`src/rtl/uart_prog_pkg.sv`:
```
// Shared types and constants for the UART program loader.
// Frame layout: MAGIC, LEN_LO, LEN_HI, payload, CSUM.
package uart_prog_pkg;

    typedef enum logic [2:0] {
        ST_IDLE,
        ST_LEN_LO,
        ST_LEN_HI,
        ST_PAYLOAD,
        ST_CSUM,
        ST_DONE,
        ST_ERR
    } state_t;

    localparam logic [7:0]  DEF_MAGIC = 8'hA5;
    localparam logic [7:0]  DEF_ACK   = 8'h06;
    localparam logic [7:0]  DEF_NAK   = 8'h15;
    localparam int          LEN_W     = 16;
    localparam logic [15:0] COUNT_MAX = 16'hFFFF;

    function automatic int clog2_min1(input int n);
        return (n > 1) ? $clog2(n) : 1;
    endfunction

endpackage

```
`src/rtl/uart_prog_packer.sv`:
```
// Packs payload bytes little-endian into memory words and issues
// one write strobe per full word, plus a zero-padded final flush.
module uart_prog_packer
    import uart_prog_pkg::*;
#(
    parameter  int WORD_BYTES = 4,
    parameter  int MEM_WORDS  = 1024,
    localparam int ADDR_W     = clog2_min1(MEM_WORDS),
    localparam int DATA_W     = 8 * WORD_BYTES
) (
    input  logic              i_clk,
    input  logic              i_rst,
    input  logic              i_clear,
    input  logic              i_valid,
    input  logic              i_last,
    input  logic [7:0]        i_data,
    output logic              o_mem_we,
    output logic [ADDR_W-1:0] o_mem_addr,
    output logic [DATA_W-1:0] o_mem_wdata
);

    localparam int LANE_W = clog2_min1(WORD_BYTES);

    logic [LANE_W-1:0] r_lane;
    logic [DATA_W-1:0] r_buf;
    logic [15:0]       r_widx;
    logic              r_we;
    logic [ADDR_W-1:0] r_addr;
    logic [DATA_W-1:0] r_wdata;

    logic [DATA_W-1:0] w_word;
    logic              w_full;
    logic              w_in_range;

    always_comb begin
        w_word = r_buf;
        for (int i = 0; i < WORD_BYTES; i++) begin
            if (r_lane == LANE_W'(i)) begin
                w_word[i*8 +: 8] = i_data;
            end
        end
    end

    assign w_full     = (r_lane == LANE_W'(WORD_BYTES - 1));
    assign w_in_range = ({16'd0, r_widx} < 32'(MEM_WORDS));

    always_ff @(posedge i_clk or posedge i_rst) begin
        if (i_rst) begin
            r_lane  <= '0;
            r_buf   <= '0;
            r_widx  <= '0;
            r_we    <= 1'b0;
            r_addr  <= '0;
            r_wdata <= '0;
        end else begin
            r_we <= 1'b0;
            if (i_clear) begin
                r_lane <= '0;
                r_buf  <= '0;
                r_widx <= '0;
            end else if (i_valid) begin
                if (w_full || i_last) begin
                    // Words past the end of memory are dropped silently.
                    if (w_in_range) begin
                        r_we    <= 1'b1;
                        r_addr  <= r_widx[ADDR_W-1:0];
                        r_wdata <= w_word;
                    end
                    r_buf  <= '0;
                    r_lane <= '0;
                    if (r_widx != 16'hFFFF) begin
                        r_widx <= r_widx + 16'd1;
                    end
                end else begin
                    r_buf  <= w_word;
                    r_lane <= r_lane + LANE_W'(1);
                end
            end
        end
    end

    assign o_mem_we    = r_we;
    assign o_mem_addr  = r_addr;
    assign o_mem_wdata = r_wdata;

endmodule

```
`src/rtl/uart_prog_loader.sv`:
```
// Framed program-image loader: UART RX bytes -> program memory words,
// with checksum, inter-byte timeout and optional per-byte ACK/NAK.
module uart_prog_loader
    import uart_prog_pkg::*;
#(
    parameter  int         WORD_BYTES  = 4,
    parameter  int         MEM_WORDS   = 1024,
    parameter  int         ACK_MODE    = 1,
    parameter  logic [7:0] MAGIC       = DEF_MAGIC,
    parameter  logic [7:0] ACK_BYTE    = DEF_ACK,
    parameter  logic [7:0] NAK_BYTE    = DEF_NAK,
    parameter  int         TIMEOUT_CYC = 500000,
    localparam int         ADDR_W      = clog2_min1(MEM_WORDS),
    localparam int         DATA_W      = 8 * WORD_BYTES
) (
    input  logic              i_sys_clk,
    input  logic              i_sys_rst,
    input  logic              i_start,
    input  logic              i_rx_valid,
    input  logic [7:0]        i_rx_data,
    input  logic              i_tx_busy,
    output logic              o_tx_req,
    output logic [7:0]        o_tx_data,
    output logic              o_mem_we,
    output logic [ADDR_W-1:0] o_mem_addr,
    output logic [DATA_W-1:0] o_mem_wdata,
    output logic              o_program_receiving,
    output logic              o_program_done,
    output logic              o_program_ov,
    output logic              o_program_err,
    output logic [15:0]       o_byte_count
);

    localparam int TMO_W = $clog2(TIMEOUT_CYC + 1);
    localparam int CAP   = MEM_WORDS * WORD_BYTES;

    state_t             r_state;
    logic [LEN_W-1:0]   r_len;
    logic [7:0]         r_sum;
    logic [15:0]        r_byte_count;
    logic [TMO_W-1:0]   r_tmo;
    logic               r_receiving;
    logic               r_done;
    logic               r_ov;
    logic               r_err;
    logic               r_q_valid;
    logic [7:0]         r_q_data;
    logic               r_tx_req;
    logic [7:0]         r_tx_data;

    logic               w_rx;
    logic [LEN_W-1:0]   w_len;
    logic               w_last;
    logic               w_pay_acc;
    logic               w_in_frame;
    logic               w_tmo_ev;
    logic               w_sum_ok;
    logic               w_ack_push;
    logic               w_nak_push;

    // start wins over a same-cycle byte, which is then dropped.
    assign w_rx       = i_rx_valid && !i_start;
    assign w_len      = {i_rx_data, r_len[7:0]};
    assign w_last     = (r_byte_count == r_len - 16'd1);
    assign w_pay_acc  = w_rx && (r_state == ST_PAYLOAD);
    assign w_in_frame = r_state inside {ST_LEN_LO, ST_LEN_HI, ST_PAYLOAD, ST_CSUM};
    assign w_sum_ok   = (i_rx_data == r_sum);
    assign w_tmo_ev   = !i_start && !i_rx_valid && w_in_frame
                      && (r_tmo == TMO_W'(TIMEOUT_CYC - 1));

    assign w_ack_push = (ACK_MODE != 0) && w_rx
                      && ((r_state inside {ST_LEN_LO, ST_LEN_HI, ST_PAYLOAD})
                      || (r_state == ST_CSUM && w_sum_ok));
    assign w_nak_push = (ACK_MODE != 0)
                      && ((w_rx && r_state == ST_CSUM && !w_sum_ok) || w_tmo_ev);

    always_ff @(posedge i_sys_clk or posedge i_sys_rst) begin
        if (i_sys_rst) begin
            r_state      <= ST_IDLE;
            r_len        <= '0;
            r_sum        <= '0;
            r_byte_count <= '0;
            r_tmo        <= '0;
            r_receiving  <= 1'b0;
            r_done       <= 1'b0;
            r_ov         <= 1'b0;
            r_err        <= 1'b0;
        end else if (i_start) begin
            r_state      <= ST_IDLE;
            r_len        <= '0;
            r_sum        <= '0;
            r_byte_count <= '0;
            r_tmo        <= '0;
            r_receiving  <= 1'b0;
            r_done       <= 1'b0;
            r_ov         <= 1'b0;
            r_err        <= 1'b0;
        end else begin
            if (i_rx_valid) begin
                r_tmo <= '0;
            end else if (w_in_frame && !w_tmo_ev) begin
                r_tmo <= r_tmo + TMO_W'(1);
            end

            unique case (r_state)
                ST_IDLE: begin
                    if (i_rx_valid && i_rx_data == MAGIC) begin
                        r_state     <= ST_LEN_LO;
                        r_receiving <= 1'b1;
                    end
                end
                ST_LEN_LO: begin
                    if (i_rx_valid) begin
                        r_len[7:0] <= i_rx_data;
                        r_state    <= ST_LEN_HI;
                    end
                end
                ST_LEN_HI: begin
                    if (i_rx_valid) begin
                        r_len[15:8] <= i_rx_data;
                        if (32'(w_len) > CAP) begin
                            r_ov <= 1'b1;
                        end
                        r_state <= (w_len == '0) ? ST_CSUM : ST_PAYLOAD;
                    end
                end
                ST_PAYLOAD: begin
                    if (i_rx_valid) begin
                        r_sum <= r_sum + i_rx_data;
                        if (r_byte_count != COUNT_MAX) begin
                            r_byte_count <= r_byte_count + 16'd1;
                        end
                        if (w_last) begin
                            r_state <= ST_CSUM;
                        end
                    end
                end
                ST_CSUM: begin
                    if (i_rx_valid) begin
                        r_receiving <= 1'b0;
                        if (w_sum_ok) begin
                            r_state <= ST_DONE;
                            r_done  <= 1'b1;
                        end else begin
                            r_state <= ST_ERR;
                            r_err   <= 1'b1;
                        end
                    end
                end
                ST_DONE, ST_ERR: begin
                end
                default: r_state <= ST_IDLE;
            endcase

            if (w_tmo_ev) begin
                r_state     <= ST_ERR;
                r_err       <= 1'b1;
                r_receiving <= 1'b0;
            end
        end
    end

    // Single-slot reply queue; NAK replaces a pending ACK, ACK never queues twice.
    always_ff @(posedge i_sys_clk or posedge i_sys_rst) begin
        if (i_sys_rst) begin
            r_q_valid <= 1'b0;
            r_q_data  <= '0;
            r_tx_req  <= 1'b0;
            r_tx_data <= '0;
        end else begin
            r_tx_req <= 1'b0;
            if (r_q_valid && !i_tx_busy) begin
                r_tx_req  <= 1'b1;
                r_tx_data <= r_q_data;
                r_q_valid <= 1'b0;
            end
            if (w_nak_push) begin
                r_q_valid <= 1'b1;
                r_q_data  <= NAK_BYTE;
            end else if (w_ack_push && !r_q_valid) begin
                r_q_valid <= 1'b1;
                r_q_data  <= ACK_BYTE;
            end
        end
    end

    uart_prog_packer #(
        .WORD_BYTES (WORD_BYTES),
        .MEM_WORDS  (MEM_WORDS)
    ) u_packer (
        .i_clk       (i_sys_clk),
        .i_rst       (i_sys_rst),
        .i_clear     (i_start),
        .i_valid     (w_pay_acc),
        .i_last      (w_last),
        .i_data      (i_rx_data),
        .o_mem_we    (o_mem_we),
        .o_mem_addr  (o_mem_addr),
        .o_mem_wdata (o_mem_wdata)
    );

    assign o_tx_req            = r_tx_req;
    assign o_tx_data           = r_tx_data;
    assign o_program_receiving = r_receiving;
    assign o_program_done      = r_done;
    assign o_program_ov        = r_ov;
    assign o_program_err       = r_err;
    assign o_byte_count        = r_byte_count;

endmodule

```
`config.mk`:
```
export PLATFORM = sky130hd
export DESIGN_NAME = uart_prog_loader
export DESIGN_NICKNAME = d
export VERILOG_FILES = /design/src/rtl/uart_prog_pkg.sv /design/src/rtl/uart_prog_packer.sv /design/src/rtl/uart_prog_loader.sv
export SDC_FILE = /design/constraint.sdc
export NUM_CORES = 1
export LEC_CHECK = 0
export BUFFER_PORTS_ARGS = -buffer_cell sky130_fd_sc_hd__buf_4
export CORE_ASPECT_RATIO = 0.6
export CORE_MARGIN = 1.5
export CORE_UTILIZATION = 50
export CTS_CLUSTER_SIZE = 16
export DETAILED_ROUTE_END_ITERATION = 12
export HOLD_SLACK_MARGIN = 0.06
export PLACE_DENSITY = 0.74
export REMOVE_ABC_BUFFERS = 1
export SLEW_MARGIN = 20
export SYNTH_ARGS = -nofsm -noshare
export SYNTH_HDL_FRONTEND = slang
export SYNTH_SLANG_ARGS = --single-unit
```
`constraint.sdc`:
```
create_clock -name i_sys_clk -period 10.8 [get_ports i_sys_clk]
set_input_delay 0.54 -clock i_sys_clk [delete_from_list [all_inputs] [get_ports i_sys_clk]]
set_output_delay 0.54 -clock i_sys_clk [all_outputs]
set_load 0.02 [all_outputs]
```
# --- After elaboration in Yosys (flattened, before gate mapping) ---
# Index checks and enable logic that the tools add are counted.
op_classes:
  bitwise: 1
  n_reduce_logical: 56
  n_div: 0
  shifts: 0
  magnitude_cmp: 2
  n_mux: 67
  add_sub_neg: 6
  n_mul: 0
  eq_ne: 23
op_table:
  columns: ["cell", "count"]
  rows:
  - ["2-to-1 mux 16 bit", 9]
  - ["2-to-1 mux 32 bit", 3]
  - ["2-to-1 mux 8 bit", 12]
  - ["2-to-1 mux 19 bit", 3]
  - ["adder 16 x 1 -> 16 bit, second input constant", 2]
  - ["!= test 16 bit, second input constant", 2]
  - ["2-to-1 mux 3 bit", 9]
  - ["2-to-1 mux 1 bit", 25]
  - ["nonzero test 2 bit", 12]
  - ["!= test 4 bit, second input constant", 5]
  - ["adder 19 x 1 -> 19 bit, second input constant", 1]
  - ["== test 19 bit, second input constant", 1]
  - ["case mux 3 bit (6 select lines)", 1]
  - ["AND reduction 3 bit", 6]
  - ["== test 16 bit", 1]
  - ["> comparator 16 x 13 -> 1 bit, second input constant", 1]
  - ["zero test 16 bit", 1]
  - ["less-than comparator 16 x 11 -> 1 bit, second input constant", 1]
  - ["subtractor 16 x 1 -> 16 bit, second input constant", 1]
  - ["nonzero test 3 bit", 5]
  - ["logical AND 1 bit", 13]
  - ["== test 3 bit, second input constant", 3]
  - ["adder 8 bit", 1]
  - ["== test 8 bit", 1]
  - ["other kinds (20)", 36]
word_totals:
  romBits: 0
  n_memories: 0
  out_inout_bits: 72
  ram_bits: 0
  wordCells: 175
  input_bits: 13
  latch_bits: 0
  regBits: 177

# --- Logic depth before layout (Yosys ltp) ---
# Gate-level depths: netlist of run 1.
logic_depth:
  ltp_word: 9
  depth_mapped: 11
  ltp_nobuf: 9

# --- Hierarchy ---
# A second synthesis of run 1 with hierarchy kept.
hier_totals:
  cells_unflattened: 869
  area_unflattened_um2: 8713.4
modules_own_cells:
  columns: ["module", "cells_per_inst", "area_each_um2", "seq_area_each_um2", "n_inst"]
  rows:
  - ["uart_prog_loader", 515, 4586.9, 1851.8, 1]
  - ["uart_prog_packer", 354, 4126.5, 2327.2, 1]

# --- Worst setup path after synthesis of run 1 ---
# OpenSTA, ideal clock, no wires.
synth_timing:
  path_kind: "register -> register"
  from: "register r_len[0]"
  to: "register u_packer.r_wdata[10] (netlist: u_packer.o_mem_wdata[10])"
  setup_slack_ns: 7.963
  period_less_slack_ns: 2.837
  t_required_ns: 10.675
  setup_time_ns: 0.125
  arrival_ns: 2.712
  n_path_buf: 1
  path_stages_with_launch: 11
  path_cell_list: "dfrtp_1 > inv_1 > ha_1 > nor3b_1 > nor4b_1 > a41o_1 > nor2_1 > o41a_1 > nor2_2 > buf_2 > mux2_2"
synth_between:
  elab_chain_len: 4
synth_lines:
  columns: ["element", "line", "rtl"]
  rows:
  - ["start: declaration", "uart_prog_loader.sv:38", "logic [LEN_W-1:0] r_len;"]
  - ["start signal: assignment", "uart_prog_loader.sv:114", "r_len[7:0] <= i_rx_data;"]
  - ["subtractor 16 x 1 -> 16 bit", "uart_prog_loader.sv:64", "assign w_last = (r_byte_count == r_len - 16'd1);"]
  - ["== test 16 bit", "uart_prog_loader.sv:64", null]
  - ["logical OR 1 bit", "uart_prog_packer.sv:62", "if (w_full || i_last) begin"]
  - ["AND reduction 4 bit (no line)", null, null]
  - ["end signal: assignment", "uart_prog_packer.sv:67", "r_wdata <= w_word;"]
  - ["end: declaration", "uart_prog_packer.sv:29", "logic [DATA_W-1:0] r_wdata;"]
# No other way between the ends.
# A chain may end at the register's enable or synchronous reset.

# --- Final worst setup path of run 1 ---
layout_timing:
  from: "register r_len[0]"
  to: "register u_packer.r_wdata[17] (netlist: u_packer.o_mem_wdata[17])"
# The elaborated chain is that of the path after synthesis.

==> run metrics, run 1 <==
Post-synth EDFFs 0; WP data required 11090 ps; die height 106 um; Synth Area in Compound Gates 12.2%; Least-Margin Pin Slew 924 ps; min setup slack post-route 7100 ps; area grow syn2layout 14.9%; sequential share of the synthesized area 47.6%; Clk pin slew, worst setup/hold paths 60 ps; Lkg Pwr 4.63 nW; yosys warns 0; # hold bufs at CTS 0; CP max-delay cell nor2_4; final setup fails 0; CTS tree yes; Syn Area/Cell 10.3 sq um; Max stage delay on crit path 530 ps; Final TNS setup 0 ps; critical path, cell by cell inv_1, ha_1, nor3b_1, nand4b_1, xnor2_1, nand4_1, o41a_1, buf_4, nor2_4, buf_16, mux2_2; # DRC 0; worst hold path type in -> async; simple-gate portion of the synthesized area 17.5%; first-pass iteration count of the detailed router 5; Syn Inst Count 848; die area 18400 sq um; fillcell total 1433; Storage cell area 4180 sq um; Die Span X 174 um; Max-Cap Viols 0; Critical Path Sink Type flip-flop; Routed wire per std cell 17.9 um; fmax 270 MHz; initial antenna violation count 0; startpoint types flip-flop; post-synth design cell area 8770 sq um; VDD IR max 156 uV; crit path time final 3700 ps; largest delay contributor family on the critical path simple AND/OR/NAND/NOR gates; H-tree Lvls 4; Clock Path Buffers 2; Setup Skew 10.8 ps; status completed; vias in the first global route 6174; post-synthesis adder-cell area fraction 2.37%; flops & latches, synth 167; share of layout cells above drive strength 1 24.2%; Buffers on Ports 80; pwr/cell area 163 nW/um^2; CTS buffer count 17; final wirelength 20.5 mm; gr usage total 23.1%; final hold vios 0; multi-input logic area 4290 sq um; total global routing overflow 0; worst endpoint data arrival time 4000 ps; Clock Root Buffer clkbuf_16; Post-CTS Setup Bufs 0; Most used DFF post-synth dfrtp_1; via count 6692; Clock Latency Late Sink 420 ps; Starting Density 51.2%; RSZ-0062 raised after global routing no; Rows 37; asr flop ratio synth 100%; fin. max-slew vios 0; Post-DP HPWL 13.8 mm; # diodes 0; IO Count 85; CP Max Fanout 34; CP bufs+invs 3; Final nets 928; first-pass GRT wire length 33.7 mm; CTS sink cnt 167; DR vias/cell 5.84; Placement Setup Slack 7220 ps; drt initial violations 654; XOR/XNOR share of the synthesized area 5.19%; max_slew headroom 38.4%; Antenna Nets Post-Route 0; core area 17100 sq um; Post-CTS Resized 0; largest family of logic cells by synthesized area simple AND/OR/NAND/NOR gates; Worst Setup Path Type reg -> reg; largest net degree at the start of global routing 102; post-synthesis cell type count 72; mux cell area share after synthesis 11.3%; gpl congestion 0.920; period utilization 34.3%
==> kinds of logic after synthesis <==
kind of cell	Yosys count
and+or+nand+nor	294
DFF	167
AOI/OAI and AO/OA	152
muxes	88
buffers and inverters	78
xor gates and xnor gates	52
adders and majority gates	16
other	1
==> area by class of cell <==
type,count,area share [%]
repair buffers,87,6.68
clock inverters,14,1.25
multi-input cells,606,42.5
clock buffers,18,4.36
inverters,20,0.795
well taps,234,2.91
flip-flops and latches,167,41.5
==> synth_stat cells (3+ instances only) <==
cell type / n / area share (%)
a211oi_1: 3 / 0.26
a21o_1: 6 / 0.51
a21oi_1: 42 / 2.4
a22o_1: 33 / 3.3
a31oi_1: 5 / 0.36
and3_1: 16 / 1.1
and4_1: 3 / 0.30
buf_1: 8 / 0.34
buf_2: 8 / 0.46
buf_4: 5 / 0.43
clkbuf_1: 36 / 1.5
dfrtp_1: 167 / 48
ha_1: 15 / 2.1
inv_1: 20 / 0.86
mux2_2: 86 / 11
nand2_1: 63 / 2.7
nand2b_1: 5 / 0.36
nand3_1: 27 / 1.5
nand4_1: 16 / 1.1
nor2_1: 69 / 3.0
nor2b_1: 24 / 1.7
nor3_1: 20 / 1.1
nor4_1: 9 / 0.64
o211ai_1: 6 / 0.51
o21a_1: 3 / 0.26
o21ai_0: 17 / 0.97
o21bai_1: 4 / 0.34
o31a_1: 3 / 0.30
o31ai_1: 6 / 0.51
or2_2: 3 / 0.21
or3_1: 10 / 0.71
or4_1: 8 / 0.68
xnor2_1: 29 / 2.9
xor2_1: 23 / 2.3
==> per-stage QoR <==
step | instance area (sq um) | utilization [%] | total power [mW] | hold slack [ps] | std cells
2_1_floorplan | 8530 | - | 0.954 | 433 | 793
3_3_place_gp | 9480 | 55.4 | 1.05 | 462 | 1113
3_5_place_dp | 9510 | 55.5 | 1.06 | 473 | 1114
4_1_cts | 10100 | 58.8 | 1.65 | 327 | 1146
5_1_grt | 10100 | 58.8 | 1.72 | 339 | 1146
6_report | 10100 | 58.8 | 1.64 | 302 | 1146
==> placed cells by master (no fill, tap or decap), drive strengths merged, types with 11 or more instances in the layout <==
cell,count
buf,87
xnor2,29
or3,11
a21oi,42
nand2,63
nand4,16
nor2b,24
dfrtp,167
ha,15
mux2,87
xor2,23
nand3,27
inv,23
clkbuf,18
and3,16
nor2,70
o21ai,17
nor4,12
nor3,22
a22o,33
==> flip-flops by register name (all words and copies together) (netlist names), 2 cells and up <==
signal                count
u_packer.o_mem_wdata     32
u_packer.r_buf           32
r_tmo                    19
o_byte_count             16
r_len                    16
u_packer.r_widx          16
u_packer.o_mem_addr      10
r_sum                     8
o_tx_data                 3
r_q_data                  3
r_state                   3
u_packer.r_lane           2
==> where the power goes <==
| group | internal [mW] | switching [mW] | leakage, nW |
|---|---|---|---|
| logic | 0.139 | 0.209 | 2.06 |
| registers | 0.656 | 0.0510 | 2.30 |
| clock network | 0.325 | 0.261 | 0.265 |
==> worst paths after layout <==
check | startpoint | end | slack (ps) | cells after the start
worst max-delay path | r_len[0] | u_packer.o_mem_wdata[17] | 7100 | 11
worst min-delay path | i_sys_rst | o_tx_data[1] | 300 | 2
worst max register to register | r_len[0] | u_packer.o_mem_wdata[17] | 7100 | 11
worst min register to register | r_q_data[2] | r_q_data[2] | 490 | 1
max in group asynchronous | i_sys_rst | u_packer.r_buf[27] | 9040 | 3
min in group i_sys_clk | i_tx_busy | o_tx_req | 340 | 2
==> worst register-to-register path: stages (launching register included) <==
cell	delay [ps]
dfrtp_1	440
inv_1	80
ha_1	250
nor3b_1	410
nand4b_1	190
xnor2_1	240
nand4_1	130
o41a_1	420
buf_4	250
nor2_4	540
buf_16	250
mux2_2	380
==> per-layer routing <==
metal | up-vias | global-route usage [%] | share of wire [%]
li1 | 3143 | - | -
met1 | 3300 | 38.1 | 52
met2 | 236 | 30.4 | 40
met3 | 13 | 4.69 | 7.3
met4 | 0 | 4.62 | 0.56
met5 | - | 0 | 0
(Power assumes the default switching activity.)
==> run 2, diff against run 1 <==
ABC_AREA = 1   (was unset)
clock period = 3.8 ns   (was 10.8 ns; I/O delays follow)
==> run 2 against run 1 <==
- power increased to 2.9 times the previous value
- global-route usage increased by 2.8 points
- die area increased by 3.0%
- sequential share of layout area decreased by 1.5 points
- combinational power increased by 140%
- first-iteration DRC count increased by 21%
- cell count increased by 29%
- critical path depth unchanged
- fmax increased by 17%
- via count increased by 22%
- largest power group unchanged
==> run metrics, run 2 <==
multi-input logic area 4200 sq um; post-synthesis adder-cell area fraction 2.30%; XOR/XNOR share of the synthesized area 3.88%; count leader, synth nand2_1; Setup Skew 15.7 ps; largest cells by area after synthesis dfrtp_1 (46%), nand2_1 (13%), nand3_1 (5.6%), o21ai_0 (5.1%), inv_1 (4.5%); Power Total 4.72 mW; R2R depth 11; Worst R2R Setup Slack 640 ps; yosys warns 0; via count 8132; CP max-delay cell nand2_1; post-synth design cell area 9040 sq um; Final Cell Area 10500 sq um; largest net degree at the start of global routing 83; Clock Root Buffer clkbuf_16; status completed; fin. max-slew vios 0; vias in the first global route 7571; total global routing overflow 0; DR vias/cell 5.48; startpoint types flip-flop; CP Max Fanout 16; Starting Density 51.9%; CTS sink cnt 167; worst hold path type in -> reg; Most used DFF post-synth dfrtp_1; VDD IR max 295 uV; final setup fails 0; Yosys top cell area share 46.2%; Max stage delay on crit path 530 ps; Buffers on Ports 80; first-pass iteration count of the detailed router 7; Worst Setup Path Type reg -> reg; WP data required 4160 ps; gr usage total 25.9%; gpl congestion 0.935; die area 18900 sq um; sequential share of the synthesized area 46.2%; Syn Area/Cell 7.73 sq um; area grow syn2layout 15.8%; Antenna Nets Post-Route 0; Rows 37; largest family of logic cells by synthesized area simple AND/OR/NAND/NOR gates; pwr/cell area 451 nW/um^2; asr flop ratio synth 100%; Lkg Pwr 5.09 nW; Placed Area 9790 sq um; Routed wire per std cell 15.7 um; H-tree Lvls 4; Synth Area in Compound Gates 9.95%; Final nets 1268; Max-Cap Viols 0; mux cell area share after synthesis 0%; initial antenna violation count 0; # DRC 0; Clock Path Buffers 2; crit path time final 3160 ps; IO Count 85; Most common cell on crit path nand2_1; share of layout cells above drive strength 1 12.0%; max_slew headroom 49.1%; Setup crit end r_tmo[10]; post-synthesis cell type count 47; critical path, cell by cell ha_1, nand2_1, inv_1, nand2_1, nor4_1, nand4_1, nand2_1, nand2_1, nand3_1, o21ai_0, a21oi_1; Post-synth EDFFs 0; core area 17400 sq um; fillcell total 1562; top post-synthesis cells by count nand2_1 (311), dfrtp_1 (167), inv_1 (109); Clk pin slew, worst setup/hold paths 70 ps; RSZ-0062 raised after global routing no; CTS tree yes; area leader, netlist dfrtp_1; first-pass GRT wire length 38.6 mm; Critical R2R Capture r_tmo[10]; min-delay src i_rx_data[0]; die height 107 um; period utilization 83.1%; Die Span X 177 um; # diodes 0; Critical Path Start r_tmo[0]; simple-gate portion of the synthesized area 30.1%; most frequent cells in the layout nand2_1 (311), dfrtp_1 (167), inv_1 (108); commonest non-fill, non-tap cell in the layout nand2_1; Storage cell area 4180 sq um; Post-DP HPWL 16.1 mm; CTS buffer count 17; worst endpoint data arrival time 3510 ps; reg2reg start r_tmo[0]; final hold vios 0; Critical Path Sink Type flip-flop; Syn Inst Count 1169; fmax 317 MHz; final wirelength 23.4 mm; Least-Margin Pin Slew 763 ps; flops & latches, synth 167; Clock Latency Late Sink 440 ps; drt initial violations 793
==> run 2: power by group <==
part	total, mW	switching, mW	internal (mW)
combinational	0.846	0.589	0.257
sequential	1.95	0.0827	1.87
clock	1.92	0.745	1.18
==> run 2: area by class of cell <==
cell class / count / share of cell area (%)
Clock inverter: 12 / 1.91
Multi-Input combinational cell: 841 / 40.1
Tap cell: 234 / 2.80
Sequential cell: 167 / 39.9
Inverter: 120 / 4.38
Timing Repair Buffer: 92 / 6.67
Clock buffer: 18 / 4.20
==> run 2: timing repair <==
action,4_1_cts,5_1_grt
hold endpoints to repair,84,0
resized for setup,0,0
hold buffers,3,0
setup endpoints to repair,0,0
buffers inserted,0,0
==> run 2: critical path: cells and delay by family (launching register included) <==
family	cells	cell delay (ps)
compound gates	2	230
flops	1	430
fa+ha+maj	1	270
simple gates	7	2060
buf+inv	1	70
==> run 2: cell families (layout without fill, tap and decap cells) <==
kind of cell             count (synthesis)  after routing
AND/OR/NAND/NOR                        613            613
AO/OA/AOI/OAI                          168            168
flip-flops                             167            167
buffers and inverters                  164            242
XOR/XNOR                                40             40
adder cells (fa/ha/maj)                 16             16
other                                    1              4
==> run 2: metrics by stage <==
step	std cells	worst slack [ps]	setup TNS (ps)	hold slack [ps]	util, %
final	1484	641	0	167	60.1
after CTS	1484	764	0	158	60.1
after global routing	1484	302	0	191	60.1
after detailed placement	1451	816	0	372	56.3
after global placement	1451	845	0	367	56.3
after floorplan	1128	-908	-151700	256	-
==> run 2: how the worst min path moves through the flow <==
stage | slack, ps | cells after the start | endpoint
2_1_floorplan | 260 | 1 | o_program_ov
3_3_place_gp | 370 | 2 | o_tx_req
3_5_place_dp | 370 | 2 | o_tx_req
4_1_cts | 160 | 5 | u_packer.o_mem_wdata[8]
5_1_grt | 190 | 5 | u_packer.o_mem_wdata[10]
6_report | 170 | 5 | u_packer.o_mem_wdata[8]
==> run 2: routing by layer <==
metal | vias to the layer above | wire length [um] | global-route usage, %
li1 | 3957 | - | -
met1 | 3811 | 11800 | 40.2
met2 | 332 | 9610 | 36.5
met3 | 32 | 1740 | 5.60
met4 | 0 | 230 | 5.99
met5 | - | 0 | 0
